===== src/rtl/game_pkg.sv =====
// Shared game constants and types.
// Contents: FSM state encoding for enemy responders, bullet geometry shared with
// the bullet logic, explosion colours, and a 2-digit BCD increment helper.
package game_pkg;

  typedef enum logic [1:0] {
    ST_ALIVE   = 2'd0,
    ST_HIT     = 2'd1,
    ST_EXPLODE = 2'd2,
    ST_DEAD    = 2'd3
  } enemy_state_e;

  localparam int unsigned Y_OFF    = 480;
  localparam int unsigned BULLET_W = 10;
  localparam int unsigned BULLET_H = 40;

  localparam logic [11:0] RGB_RED = 12'hF00;
  localparam logic [11:0] RGB_YEL = 12'hFF0;

  // {tens, ones} BCD increment; 99 wraps to 00.
  function automatic logic [7:0] bcd_inc(input logic [7:0] v);
    logic [3:0] ones;
    logic [3:0] tens;
    ones = v[3:0];
    tens = v[7:4];
    if (ones == 4'd9) begin
      ones = 4'd0;
      tens = (tens == 4'd9) ? 4'd0 : tens + 4'd1;
    end else begin
      ones = ones + 4'd1;
    end
    return {tens, ones};
  endfunction

endpackage


===== src/rtl/rect_overlap.sv =====
// Combinational strict intersection test of two axis-aligned rectangles.
// Each rectangle is [x, x+w) x [y, y+h) on 11-bit operands; edges that only
// touch do not count as overlapping.
// Ports: a_*_i first rectangle, b_*_i second rectangle, overlap_o result.
module rect_overlap (
  input  logic [10:0] a_x_i,
  input  logic [10:0] a_y_i,
  input  logic [10:0] a_w_i,
  input  logic [10:0] a_h_i,
  input  logic [10:0] b_x_i,
  input  logic [10:0] b_y_i,
  input  logic [10:0] b_w_i,
  input  logic [10:0] b_h_i,
  output logic        overlap_o
);

  always_comb begin
    overlap_o = (a_x_i < b_x_i + b_w_i) && (b_x_i < a_x_i + a_w_i) &&
                (a_y_i < b_y_i + b_h_i) && (b_y_i < a_y_i + a_h_i);
  end

endmodule


===== src/rtl/enemy_hit_judge.sv =====
// Enemy responder: detects the player bullet hitting this enemy, raises boom
// until the bullet retires (or an ack timeout), runs explosion and respawn,
// keeps a 2-digit BCD score and drives a registered pixel enable/colour.
// Ports:
//   clk, rst (sync, active high), tick (frame strobe for all durations)
//   b_x, b_y (top y plus Y_OFF), bullet_exist : player bullet
//   e_x, e_y : enemy top-left; x, y : current VGA pixel
//   boom, hit_pulse, enemy_alive, score : hit/score status
//   enemy_en, enemy_rgb : pixel output, one clk behind x/y
module enemy_hit_judge
  import game_pkg::*;
#(
  parameter int unsigned E_W           = 40,
  parameter int unsigned E_H           = 30,
  parameter int unsigned BULLET_W      = game_pkg::BULLET_W,
  parameter int unsigned BULLET_H      = game_pkg::BULLET_H,
  parameter int unsigned Y_OFF         = game_pkg::Y_OFF,
  parameter int unsigned ACK_TICKS     = 4,
  parameter int unsigned EXPLODE_TICKS = 16,
  parameter int unsigned RESPAWN_TICKS = 32,
  parameter logic [11:0] ENEMY_RGB     = 12'h0F0
) (
  input  logic        clk,
  input  logic        rst,
  input  logic        tick,
  input  logic [9:0]  b_x,
  input  logic [9:0]  b_y,
  input  logic        bullet_exist,
  input  logic [9:0]  e_x,
  input  logic [9:0]  e_y,
  input  logic [9:0]  x,
  input  logic [9:0]  y,
  output logic        boom,
  output logic        hit_pulse,
  output logic        enemy_alive,
  output logic [7:0]  score,
  output logic        enemy_en,
  output logic [11:0] enemy_rgb
);

  localparam int unsigned ACK_W = $clog2(ACK_TICKS + 1);
  // At least 2 bits so the colour-toggle bit always exists.
  localparam int unsigned EXP_W = ($clog2(EXPLODE_TICKS + 1) < 2) ? 2 :
                                  $clog2(EXPLODE_TICKS + 1);
  localparam int unsigned RSP_W = $clog2(RESPAWN_TICKS + 1);

  enemy_state_e     state_q, state_d;
  logic [ACK_W-1:0] ack_cnt_q, ack_cnt_d;
  logic [EXP_W-1:0] exp_cnt_q, exp_cnt_d;
  logic [RSP_W-1:0] rsp_cnt_q, rsp_cnt_d;
  logic [7:0]       score_q, score_d;
  logic             boom_q, boom_d;
  logic             hit_pulse_q, hit_pulse_d;
  logic             enemy_en_q, enemy_en_d;
  logic [11:0]      enemy_rgb_q, enemy_rgb_d;

  logic        bullet_vis;
  logic [10:0] bullet_top;
  logic        rect_hit;
  logic        overlap;
  logic        pix_in;

  // Bullet top only meaningful when visible; the subtraction is gated below.
  assign bullet_vis = {1'b0, b_y} > 11'(Y_OFF);
  assign bullet_top = {1'b0, b_y} - 11'(Y_OFF);

  rect_overlap u_hit_rect (
    .a_x_i     ({1'b0, b_x}),
    .a_y_i     (bullet_top),
    .a_w_i     (11'(BULLET_W)),
    .a_h_i     (11'(BULLET_H)),
    .b_x_i     ({1'b0, e_x}),
    .b_y_i     ({1'b0, e_y}),
    .b_w_i     (11'(E_W)),
    .b_h_i     (11'(E_H)),
    .overlap_o (rect_hit)
  );

  // Pixel test treats the current pixel as a 1x1 rectangle.
  rect_overlap u_pix_rect (
    .a_x_i     ({1'b0, x}),
    .a_y_i     ({1'b0, y}),
    .a_w_i     (11'd1),
    .a_h_i     (11'd1),
    .b_x_i     ({1'b0, e_x}),
    .b_y_i     ({1'b0, e_y}),
    .b_w_i     (11'(E_W)),
    .b_h_i     (11'(E_H)),
    .overlap_o (pix_in)
  );

  assign overlap = bullet_exist & bullet_vis & rect_hit;

  always_comb begin
    state_d     = state_q;
    ack_cnt_d   = ack_cnt_q;
    exp_cnt_d   = exp_cnt_q;
    rsp_cnt_d   = rsp_cnt_q;
    score_d     = score_q;
    hit_pulse_d = 1'b0;

    unique case (state_q)
      ST_ALIVE: begin
        // tick is ignored here; a hit always wins.
        if (overlap) begin
          state_d     = ST_HIT;
          hit_pulse_d = 1'b1;
          score_d     = bcd_inc(score_q);
        end
      end
      ST_HIT: begin
        // Bullet retirement and ack timeout both exit exactly once.
        if (!bullet_exist ||
            (tick && (ack_cnt_q == ACK_W'(ACK_TICKS - 1)))) begin
          state_d   = ST_EXPLODE;
          ack_cnt_d = '0;
        end else if (tick) begin
          ack_cnt_d = ack_cnt_q + 1'b1;
        end
      end
      ST_EXPLODE: begin
        if (tick) begin
          if (exp_cnt_q == EXP_W'(EXPLODE_TICKS - 1)) begin
            state_d   = ST_DEAD;
            exp_cnt_d = '0;
          end else begin
            exp_cnt_d = exp_cnt_q + 1'b1;
          end
        end
      end
      ST_DEAD: begin
        if (tick) begin
          if (rsp_cnt_q == RSP_W'(RESPAWN_TICKS - 1)) begin
            state_d   = ST_ALIVE;
            rsp_cnt_d = '0;
          end else begin
            rsp_cnt_d = rsp_cnt_q + 1'b1;
          end
        end
      end
      default: state_d = ST_ALIVE;
    endcase

    boom_d = (state_d == ST_HIT);

    enemy_en_d  = pix_in & ((state_q == ST_ALIVE) | (state_q == ST_EXPLODE));
    enemy_rgb_d = 12'h000;
    if (enemy_en_d) begin
      if (state_q == ST_ALIVE) begin
        enemy_rgb_d = ENEMY_RGB;
      end else begin
        enemy_rgb_d = exp_cnt_q[1] ? RGB_YEL : RGB_RED;
      end
    end
  end

  always_ff @(posedge clk) begin
    if (rst) begin
      state_q     <= ST_ALIVE;
      ack_cnt_q   <= '0;
      exp_cnt_q   <= '0;
      rsp_cnt_q   <= '0;
      score_q     <= 8'h00;
      boom_q      <= 1'b0;
      hit_pulse_q <= 1'b0;
      enemy_en_q  <= 1'b0;
      enemy_rgb_q <= 12'h000;
    end else begin
      state_q     <= state_d;
      ack_cnt_q   <= ack_cnt_d;
      exp_cnt_q   <= exp_cnt_d;
      rsp_cnt_q   <= rsp_cnt_d;
      score_q     <= score_d;
      boom_q      <= boom_d;
      hit_pulse_q <= hit_pulse_d;
      enemy_en_q  <= enemy_en_d;
      enemy_rgb_q <= enemy_rgb_d;
    end
  end

  assign boom        = boom_q;
  assign hit_pulse   = hit_pulse_q;
  assign enemy_alive = (state_q == ST_ALIVE);
  assign score       = score_q;
  assign enemy_en    = enemy_en_q;
  assign enemy_rgb   = enemy_rgb_q;

endmodule

===== config.mk =====
export PLATFORM = sky130hd
export DESIGN_NAME = enemy_hit_judge
export DESIGN_NICKNAME = d
export VERILOG_FILES = /design/src/rtl/game_pkg.sv /design/src/rtl/rect_overlap.sv /design/src/rtl/enemy_hit_judge.sv
export SDC_FILE = /design/constraint.sdc
export NUM_CORES = 1
export LEC_CHECK = 0
export CAP_MARGIN = 10
export CORE_MARGIN = 1.5
export CORE_UTILIZATION = 26
export CTS_BUF_LIST = sky130_fd_sc_hd__clkbuf_4 sky130_fd_sc_hd__clkbuf_8
export CTS_CLUSTER_DIAMETER = 100
export DETAILED_ROUTE_END_ITERATION = 12
export GPL_ROUTABILITY_DRIVEN = 0
export PLACE_DENSITY = 0.51
export SYNTH_ARGS = -nofsm -noshare
export SYNTH_HDL_FRONTEND = slang
export SYNTH_HIERARCHICAL = 1
export SYNTH_SLANG_ARGS = --single-unit

===== constraint.sdc =====
create_clock -name clk -period 6.1 [get_ports clk]
set_clock_uncertainty 0.1 [all_clocks]
set_input_delay 1.22 -clock clk [delete_from_list [all_inputs] [get_ports clk]]
set_output_delay 1.22 -clock clk [all_outputs]
set_load 0.02 [all_outputs]

# == Yosys cells after proc, flatten, opt, wreduce, memory -nomap -nowiden ==
# Cells that the tools add are included.
# totals
elab_cells,82
out_inout_bits,24
reg_bits,39
input_bits,64
# classes
eq_ne,9
addsub,12
mux,16
n_lt_le_gt_ge,9
n_reduce_logical,19
n_bitwise,6
# op_table
op,n
less-than comparator 10 x 11 -> 1 bit,7
"adder 10 x 1 -> 11 bit, second input constant",2
2-to-1 mux 8 bit,2
2-to-1 mux 2 bit,6
"adder 10 x 4 -> 11 bit, second input constant",1
"adder 10 x 5 -> 11 bit, second input constant",1
"adder 10 x 6 -> 11 bit, second input constant",1
"adder 11 x 6 -> 11 bit, second input constant",1
less-than comparator 11 bit,1
"subtractor 10 x 9 -> 11 bit, second input constant",1
"> comparator 10 x 9 -> 1 bit, second input constant",1
"adder 4 x 1 -> 4 bit, second input constant",2
"== test 4 bit, second input constant",2
2-to-1 mux 4 bit,2
one-hot mux 2 bit (4 select lines),1
AND reduction 2 bit,4
logical AND 1 bit,7
"adder 6 x 1 -> 6 bit, second input constant",1
"== test 6 x 5 -> 1 bit, second input constant",1
2-to-1 mux 3 bit,2
2-to-1 mux 6 bit,1
"adder 5 x 1 -> 5 bit, second input constant",1
"== test 5 x 4 -> 1 bit, second input constant",1
2-to-1 mux 5 bit,1
15 further kinds,21

# == Longest topological paths before layout ==
# Gate-level depths: netlist (run 1).
# depth
depth_word,9
mapped_depth,19
ltp_nobuf,18

# == By module ==
# The synthesis (run 1) kept the hierarchy.
# modules_own_cells
module,area_per_inst_um2,cells_per_inst,instances,seq_area_each_um2
rect_overlap (u_pix_rect),2617.5,325,1,0.0
rect_overlap (u_hit_rect),2580.0,323,1,0.0
enemy_hit_judge,1530.2,182,1,580.6

# == Worst setup path after synthesis (run 1) ==
# OpenSTA, ideal clock, no wires.
# synth_path
path_kind,input -> register
start,in b_y[5]
end,"reg score_q[6], in the netlist score[6]"
slack_ns,1.093
setup_time_ns,0.121
t_arrival_ns,4.786
cell_stages,17
n_path_buf,0
required_time_ns,5.879
cell_sequence,ha_1 > xor2_1 > ha_1 > and3_1 > a311o_1 > a21oi_1 > xnor2_1 > ha_1 > and3_1 > a32oi_1 > o221ai_1 > nor4_1 > and4b_1 > nand4bb_1 > a311o_1 > nor4_1 > mux2_2
# synth_between
elab_chain_len,6
word_cells_on_any_way,10
classes_between,add/sub (2); order compare (3); bitwise (2); reduce/logical (3)
# synth_lines
item,line,text
from (decl),enemy_hit_judge.sv:27,"input logic [9:0] b_y,"
subtractor 10 x 9 -> 11 bit (*),enemy_hit_judge.sv:65,"assign bullet_top = {1'b0, b_y} - 11'(Y_OFF);"
net bullet_top[7],enemy_hit_judge.sv:58,logic [10:0] bullet_top;
adder 11 x 6 -> 11 bit or less-than comparator 11 bit (tied branches),rect_overlap.sv:19,(a_y_i < b_y_i + b_h_i) && (b_y_i < a_y_i + a_h_i);
less-than comparator 10 x 11 -> 1 bit or logical AND 1 bit (tied branches),"rect_overlap.sv:19, rect_overlap.sv:18",
logical AND 1 bit (*),rect_overlap.sv:19,
net rect_hit,enemy_hit_judge.sv:59,logic rect_hit;
AND 1 bit (*),enemy_hit_judge.sv:92,assign overlap = bullet_exist & bullet_vis & rect_hit;
AND reduction 3 bit (no line) (*),n/a,
to (signal assigned),enemy_hit_judge.sv:173,score_q <= score_d;
to (decl),enemy_hit_judge.sv:51,"logic [7:0] score_q, score_d;"
# Mark *: on every way through the listed nets, which the timed path passes. The rest lies on a longest branch.
# A chain may end at the register's enable or synchronous reset.

# == Worst setup path after layout (run 1) ==
# Same ends and word-level chain as after synthesis.

==> results.cfg, run 1 <==
[yosys]
synth_compound_area_frac = 0.278
synth_edf_count = 0
synthDistinctLibCells = 63
synth_area_leader_cell = ha_1
synth_seq_cells = 29
yosys.area_share.simple = 0.161
syn_area_mm2 = 0.00673
synth_top_family_by_area = adder cells
synth_cells = 830
synth.area.mux_share = 0.00614
synth_top_area_frac = 0.307
async_flop_share = 0
yosys_warnings = 6
yosys.area_share.adder = 0.331
synthXorXnorAreaFrac = 0.112
synth.area.top_cells = ha_1 (31%), dfxtp_1 (8.6%), a21oi_1 (8.2%)
yosysSeqAreaShare = 0.0863
syn_area_per_cell_um2 = 8.11
synth_ff_type = dfxtp_1

[worst_setup_path]
required_ns = 6.17
slowest_delay_ns = 0.48
worstSetupEndpoint = score[6]$_SDFFE_PP0P_
rr_endpoint = score[6]$_SDFFE_PP0P_
crit_top_cell = ha_1
cp_top_family = simple AND/OR/NAND/NOR gates
startpoint = b_y[5]
path_buf_inv = 1
startpoint_type = primary input
slowest_stage = clkdlybuf4s50_1
critPathArrivalTime_ns = 5.79
timing.rr.start = state_q[1]$_SDFF_PP0_
worstSetupEndpointType = flip-flop
reg2reg_setup_slack_ns = 4.10
reg2regPathDepth = 4
crit_fanout = 9
cp_num_cells = 18
path_class = primary input to flip-flop
path_cells = clkdlybuf4s50_1 -> ha_1 -> xor2_1 -> ha_1 -> and3_1 -> a311o_1 -> a21oi_1 -> xnor2_1 -> ha_1 -> and3_1 -> a32oi_1 -> o221ai_1 -> nor4_1 -> and4b_1 -> nand4bb_1 -> a311o_1 -> nor4_1 -> mux2_2

[placement]
dpl.hpwl_um = 14700
place_inst = 1347
port_buffers = 83
place_ws_ns = 0.116
placed_area_mm2 = 0.00836

[final_layout]
seq_area_um2 = 581
layout-drive-gt1-share = 0.0517
multi_input_area_mm2 = 0.00640
stdcell_count = 1355
nets = 1261
fin_area_mm2 = 0.00844
antenna_cells = 0
final_cell_mix = ha_1 (165), conb_1 (114), a21oi_1 (110), clkdlybuf4s50_1 (83), nor2_1 (59)
fillers = 2752
final_common_cell = ha_1
fin_util = 0.334
areaGrowthSynthToFinish_pct = 25.5

[grt]
grt_use_total = 0.126
grt-ovfl-total = 0
antenna_found_initial = 1
grt_pass1_wl_um = 27900
grt_pass1_vias = 5998
grt_max_degree = 29

[floorplan]
chipHeight_um = 164
fp.dieW_um = 164
core_area_mm2 = 0.0253
num_io_pins = 88
row_count = 58
start_util = 0.266
dieArea_mm2 = 0.0269

[routing]
post-route-drc-count = 0
antenna_left = 0
vias = 6385
via_per_inst = 4.71
first_pass_iters = 4
wire_per_inst_um = 12.4
totalWireLength_um = 16800
dr.first_iter.drc_count = 252

[power]
p_leak_nw = 3.65
ir_drop_v = 0.000136
p_per_area_mw_per_mm2 = 136

[clock_tree]
path_clk_slew_ns = 0.07
cts_resized = 0
cts_setup_buffers = 0
cts_tree = built
clock-root-buffer = clkbuf_8
worst_skew_pair.late_latency_ns = 0.29
cts_hold_buffers = 0
clockBufferDepth = 2
cts.sinks = 29
cts_buffers = 5
htree_levels = 2

[timing]
relSlewSlack = 0.306
period_share = 0.939
slew_viol_final = 0
hold_violations = 0
grt_setup_unrepaired = no
worst_slack_ns = 0.374
max_freq_mhz = 175
setup_tns_ns = 0
period_needed_ns = 5.73
finalSetupViolations = 0
tightest_slew_ns = 1.04

[status]
status = finished clean

[flow_run]
cap_violations = 0

[min_path]
hold_class = flip-flop to flip-flop
-- cell type report --
| type | count | area share |
|---|---|---|
| multi-input combinational | 880 | 0.759 |
| timing repair buffer | 92 | 0.106 |
| sequential | 29 | 0.0688 |
| tap | 330 | 0.0489 |
| clock buffer | 5 | 0.00815 |
| inverter | 16 | 0.00711 |
| clock inverter | 3 | 0.00207 |
-- worst min-delay path by stage --
stage	start	endpoint	cells past startpoint
final	exp_cnt_q[4]$_SDFFE_PP0P_	exp_cnt_q[4]$_SDFFE_PP0P_	2
after global routing	exp_cnt_q[4]$_SDFFE_PP0P_	exp_cnt_q[4]$_SDFFE_PP0P_	2
after CTS	exp_cnt_q[4]$_SDFFE_PP0P_	exp_cnt_q[4]$_SDFFE_PP0P_	2
after detailed placement	exp_cnt_q[4]$_SDFFE_PP0P_	exp_cnt_q[4]$_SDFFE_PP0P_	2
after global placement	exp_cnt_q[4]$_SDFFE_PP0P_	exp_cnt_q[4]$_SDFFE_PP0P_	2
after floorplan	exp_cnt_q[4]$_SDFFE_PP0P_	exp_cnt_q[4]$_SDFFE_PP0P_	2
-- metrics by stage --
step	hold WS, ns	total power, mW
final	0.353	1.15
after global routing	0.381	1.28
after CTS	0.358	1.16
after detailed placement	0.347	0.992
after global placement	0.336	0.990
after floorplan	0.326	0.790
-- tightest hold or removal path, cell delays in order (launching register included) --
cell      delay (ns)
dfxtp_1         0.31
nand2b_1        0.06
a41oi_1         0.04
-- sequential cells by signal, summed over array words and instances, names as in the netlist --
name and flops:
score 8, boom 1, enemy_rgb 2, ack_cnt_q 3, exp_cnt_q 5, rsp_cnt_q 6
hit_pulse 1, enemy_en 1, state_q 2
-- layer usage --
layer  track usage  routed length [um]  vias up
met2         0.226                7850       93
met3       0.00732                 550        5
met1         0.169                8310     2879
met5             0                   0        -
li1              -                   -     3408
met4        0.0124                  64        0
-- cell usage after synthesis (all sizes together) (13+ instances only) --
cell type	number
a211oi	25
a21o	28
a21oi	120
dfxtp	29
ha	165
inv	16
nand2	43
nand2b	13
nand4	15
nor2	59
nor3	13
o21ai	54
xnor2	49
xor2	37
-- cells by family (layout without fill, tap and decap cells) --
logic type / count (synthesis) / in the layout
flip-flops: 29 / 29
buffers and inverters: 33 / 116
other: 2 / 114
multiplexers: 4 / 4
AND/OR/NAND/NOR: 213 / 213
AO/OA/AOI/OAI: 290 / 290
XOR/XNOR: 86 / 86
adder cells (fa/ha/maj): 173 / 173
-- report_power, final --
part | leakage (nW) | internal, mW | switching, mW
clock network | 0.0439 | 0.0785 | 0.0766
logic | 3.37 | 0.370 | 0.427
registers | 0.234 | 0.194 | 0.00444
Power figures use the tool's default switching activity.
==> run 2: changes to the inputs <==
Settings changed: PLACE_DENSITY 0.51 to 0.41, SETUP_SLACK_MARGIN from default to 0.3.
==> run 2 against run 1 <==
  * Combinational power grew 1%
  * Core utilization increased by 0.40 points
  * Non-clock buffer count up 7
  * Global-route usage up 0.23 points
  * Critical path depth decreased by 1
  * Sequential power barely moved
  * Final cell count rose by 0.66%
  * Die area is the same
  * Flip-flop and latch count is the same
  * Power grew 3.0%
  * Critical path type unchanged
  * Largest cell class unchanged
  * Highest routed layer unchanged
==> results.cfg, run 2 (synthesis gave the netlist of run 1 again) <==
[grt]
grt_pass1_wl_um = 28000
grt_pass1_vias = 6007
grt_max_degree = 29
grt-ovfl-total = 0
grt_use_total = 0.128
antenna_found_initial = 0

[clock_tree]
path_clk_slew_ns = 0.07
cts.sinks = 29
clock-root-buffer = clkbuf_8
htree_levels = 2
cts_tree = built
cts_hold_buffers = 0
cts_buffers = 5
worst_skew_pair.late_latency_ns = 0.29
clockBufferDepth = 2

[power]
ir_drop_v = 0.0000883
p_leak_nw = 3.72
p_per_area_mw_per_mm2 = 139

[final_layout]
fillers = 2755
layout-drive-gt1-share = 0.0620
fin_area_mm2 = 0.00854
largest_register_ffs = 8
final_cell_mix = ha_1 (164), conb_1 (114), a21oi_1 (109), clkdlybuf4s50_1 (80), nor2_1 (59)
areaGrowthSynthToFinish_pct = 27.0
final_common_cell = ha_1
nets = 1269

[timing]
setup_tns_ns = 0
period_share = 0.889
hold_violations = 0
finalSetupViolations = 0
slew_viol_final = 0
grt_setup_unrepaired = no
worst_slack_ns = 0.679
max_freq_mhz = 184
tightest_slew_ns = 0.611
period_needed_ns = 5.42
relSlewSlack = 0.589

[min_path]
hold_end = exp_cnt_q[4]$_SDFFE_PP0P_
min_from = exp_cnt_q[4]$_SDFFE_PP0P_
whs_path_depth = 2
hold_class = flip-flop to flip-flop

[flow_run]
cap_violations = 0

[worst_setup_path]
reg2regPathDepth = 4
rr_endpoint = score[6]$_SDFFE_PP0P_
worstSetupEndpointType = flip-flop
reg2reg_setup_slack_ns = 4.13
path_class = primary input to flip-flop
timing.rr.start = state_q[1]$_SDFF_PP0_
required_ns = 6.18
critPathArrivalTime_ns = 5.51
startpoint_type = primary input
crit_fanout = 5

[floorplan]
row_count = 58
num_io_pins = 88
dieArea_mm2 = 0.0269
chipHeight_um = 164
fp.dieW_um = 164
start_util = 0.266
core_area_mm2 = 0.0253

[placement]
placed_area_mm2 = 0.00839
place_ws_ns = 0.0819
dpl.hpwl_um = 15100
port_buffers = 83

[routing]
first_pass_iters = 5
antenna_left = 0
dr.first_iter.drc_count = 191
post-route-drc-count = 0
via_per_inst = 4.64
totalWireLength_um = 17200
wire_per_inst_um = 12.6
vias = 6334

[status]
status = finished clean
==> run 2: cell types whose count changed in the layout (fill, tap and decap cells not counted), sizes merged <==
cell	previous run	this run
a311o	4	5
diode	0	1
clkinvlp	1	0
dlymetal6s2s	0	3
clkinv	2	1
buf	9	16
clkbuf	5	7
clkdlybuf4s50	83	80
==> run 2: where the power goes <==
part	internal [mW]	switching, mW	total [mW]	leakage, nW
Combinational	0.376	0.431	0.807	3.43
Clock	0.102	0.0768	0.179	0.0542
Sequential	0.194	0.00441	0.198	0.234
Total	0.672	0.513	1.18	3.72
==> run 2: final cells by class <==
| class | instances | area [um^2] | area share |
|---|---|---|---|
| timing repair buffer | 99 | 958 | 0.112 |
| inverter | 16 | 60.1 | 0.00703 |
| clock inverter | 1 | 5.00 | 0.000586 |
| sequential | 29 | 581 | 0.0680 |
| clock buffer | 7 | 96.3 | 0.0113 |
| multi-input combinational | 881 | 6430 | 0.752 |
| tap | 330 | 413 | 0.0483 |
| antenna | 1 | 2.50 | 0.000293 |
==> run 2: timing repair <==
item | CTS | global route
gates resized for setup | 0 | 7
buffers inserted | 0 | 3
endpoints found under the setup margin | 0 | 6
==> run 2: layer usage <==
| layer | vias to the layer above | global-route usage | share of wire |
|---|---|---|---|
| met5 | - | 0 | 0 |
| met4 | 0 | 0.0194 | 0.0070 |
| li1 | 3440 | - | - |
| met1 | 2808 | 0.178 | 0.51 |
| met2 | 77 | 0.222 | 0.46 |
| met3 | 9 | 0.00530 | 0.023 |
==> run 2: worst max-delay path by stage <==
stage / start / end / slack (ns) / depth (start not counted)
6_report: b_y[8] / score[6]$_SDFFE_PP0P_ / 0.68 / 17
5_1_grt: b_y[3] / score[4]$_SDFFE_PP0P_ / 0.40 / 17
4_1_cts: b_y[5] / score[6]$_SDFFE_PP0P_ / 0.38 / 18
3_5_place_dp: b_y[5] / score[6]$_SDFFE_PP0P_ / 0.08 / 18
3_3_place_gp: b_y[5] / score[6]$_SDFFE_PP0P_ / 0.13 / 18
2_1_floorplan: b_y[5] / score[6]$_SDFFE_PP0P_ / 1.09 / 17
==> run 2: through the flow <==
| step | power, mW | utilization | std cells | hold slack, ns |
|---|---|---|---|---|
| final | 1.18 | 0.338 | 1364 | 0.348 |
| after global routing | 1.32 | 0.338 | 1363 | 0.373 |
| after CTS | 1.19 | 0.336 | 1359 | 0.353 |
| after detailed placement | 1.00 | 0.332 | 1351 | 0.343 |
| after global placement | 1.01 | 0.332 | 1351 | 0.340 |
| after floorplan | 0.790 | - | 942 | 0.326 |
==> run 2: worst max-delay path: stages <==
cell             delay, ns
clkdlybuf4s50_1       0.55
xnor2_1               0.15
ha_1                  0.36
and3_1                0.21
a311o_1               0.28
a21oi_2               0.15
xnor2_1               0.09
ha_1                  0.31
and3_1                0.22
a32oi_1               0.15
o221ai_1              0.13
nor4_1                0.22
and4b_1               0.24
nand4bb_1             0.17
a311o_2               0.46
nor4_2                0.24
mux2_2                0.36
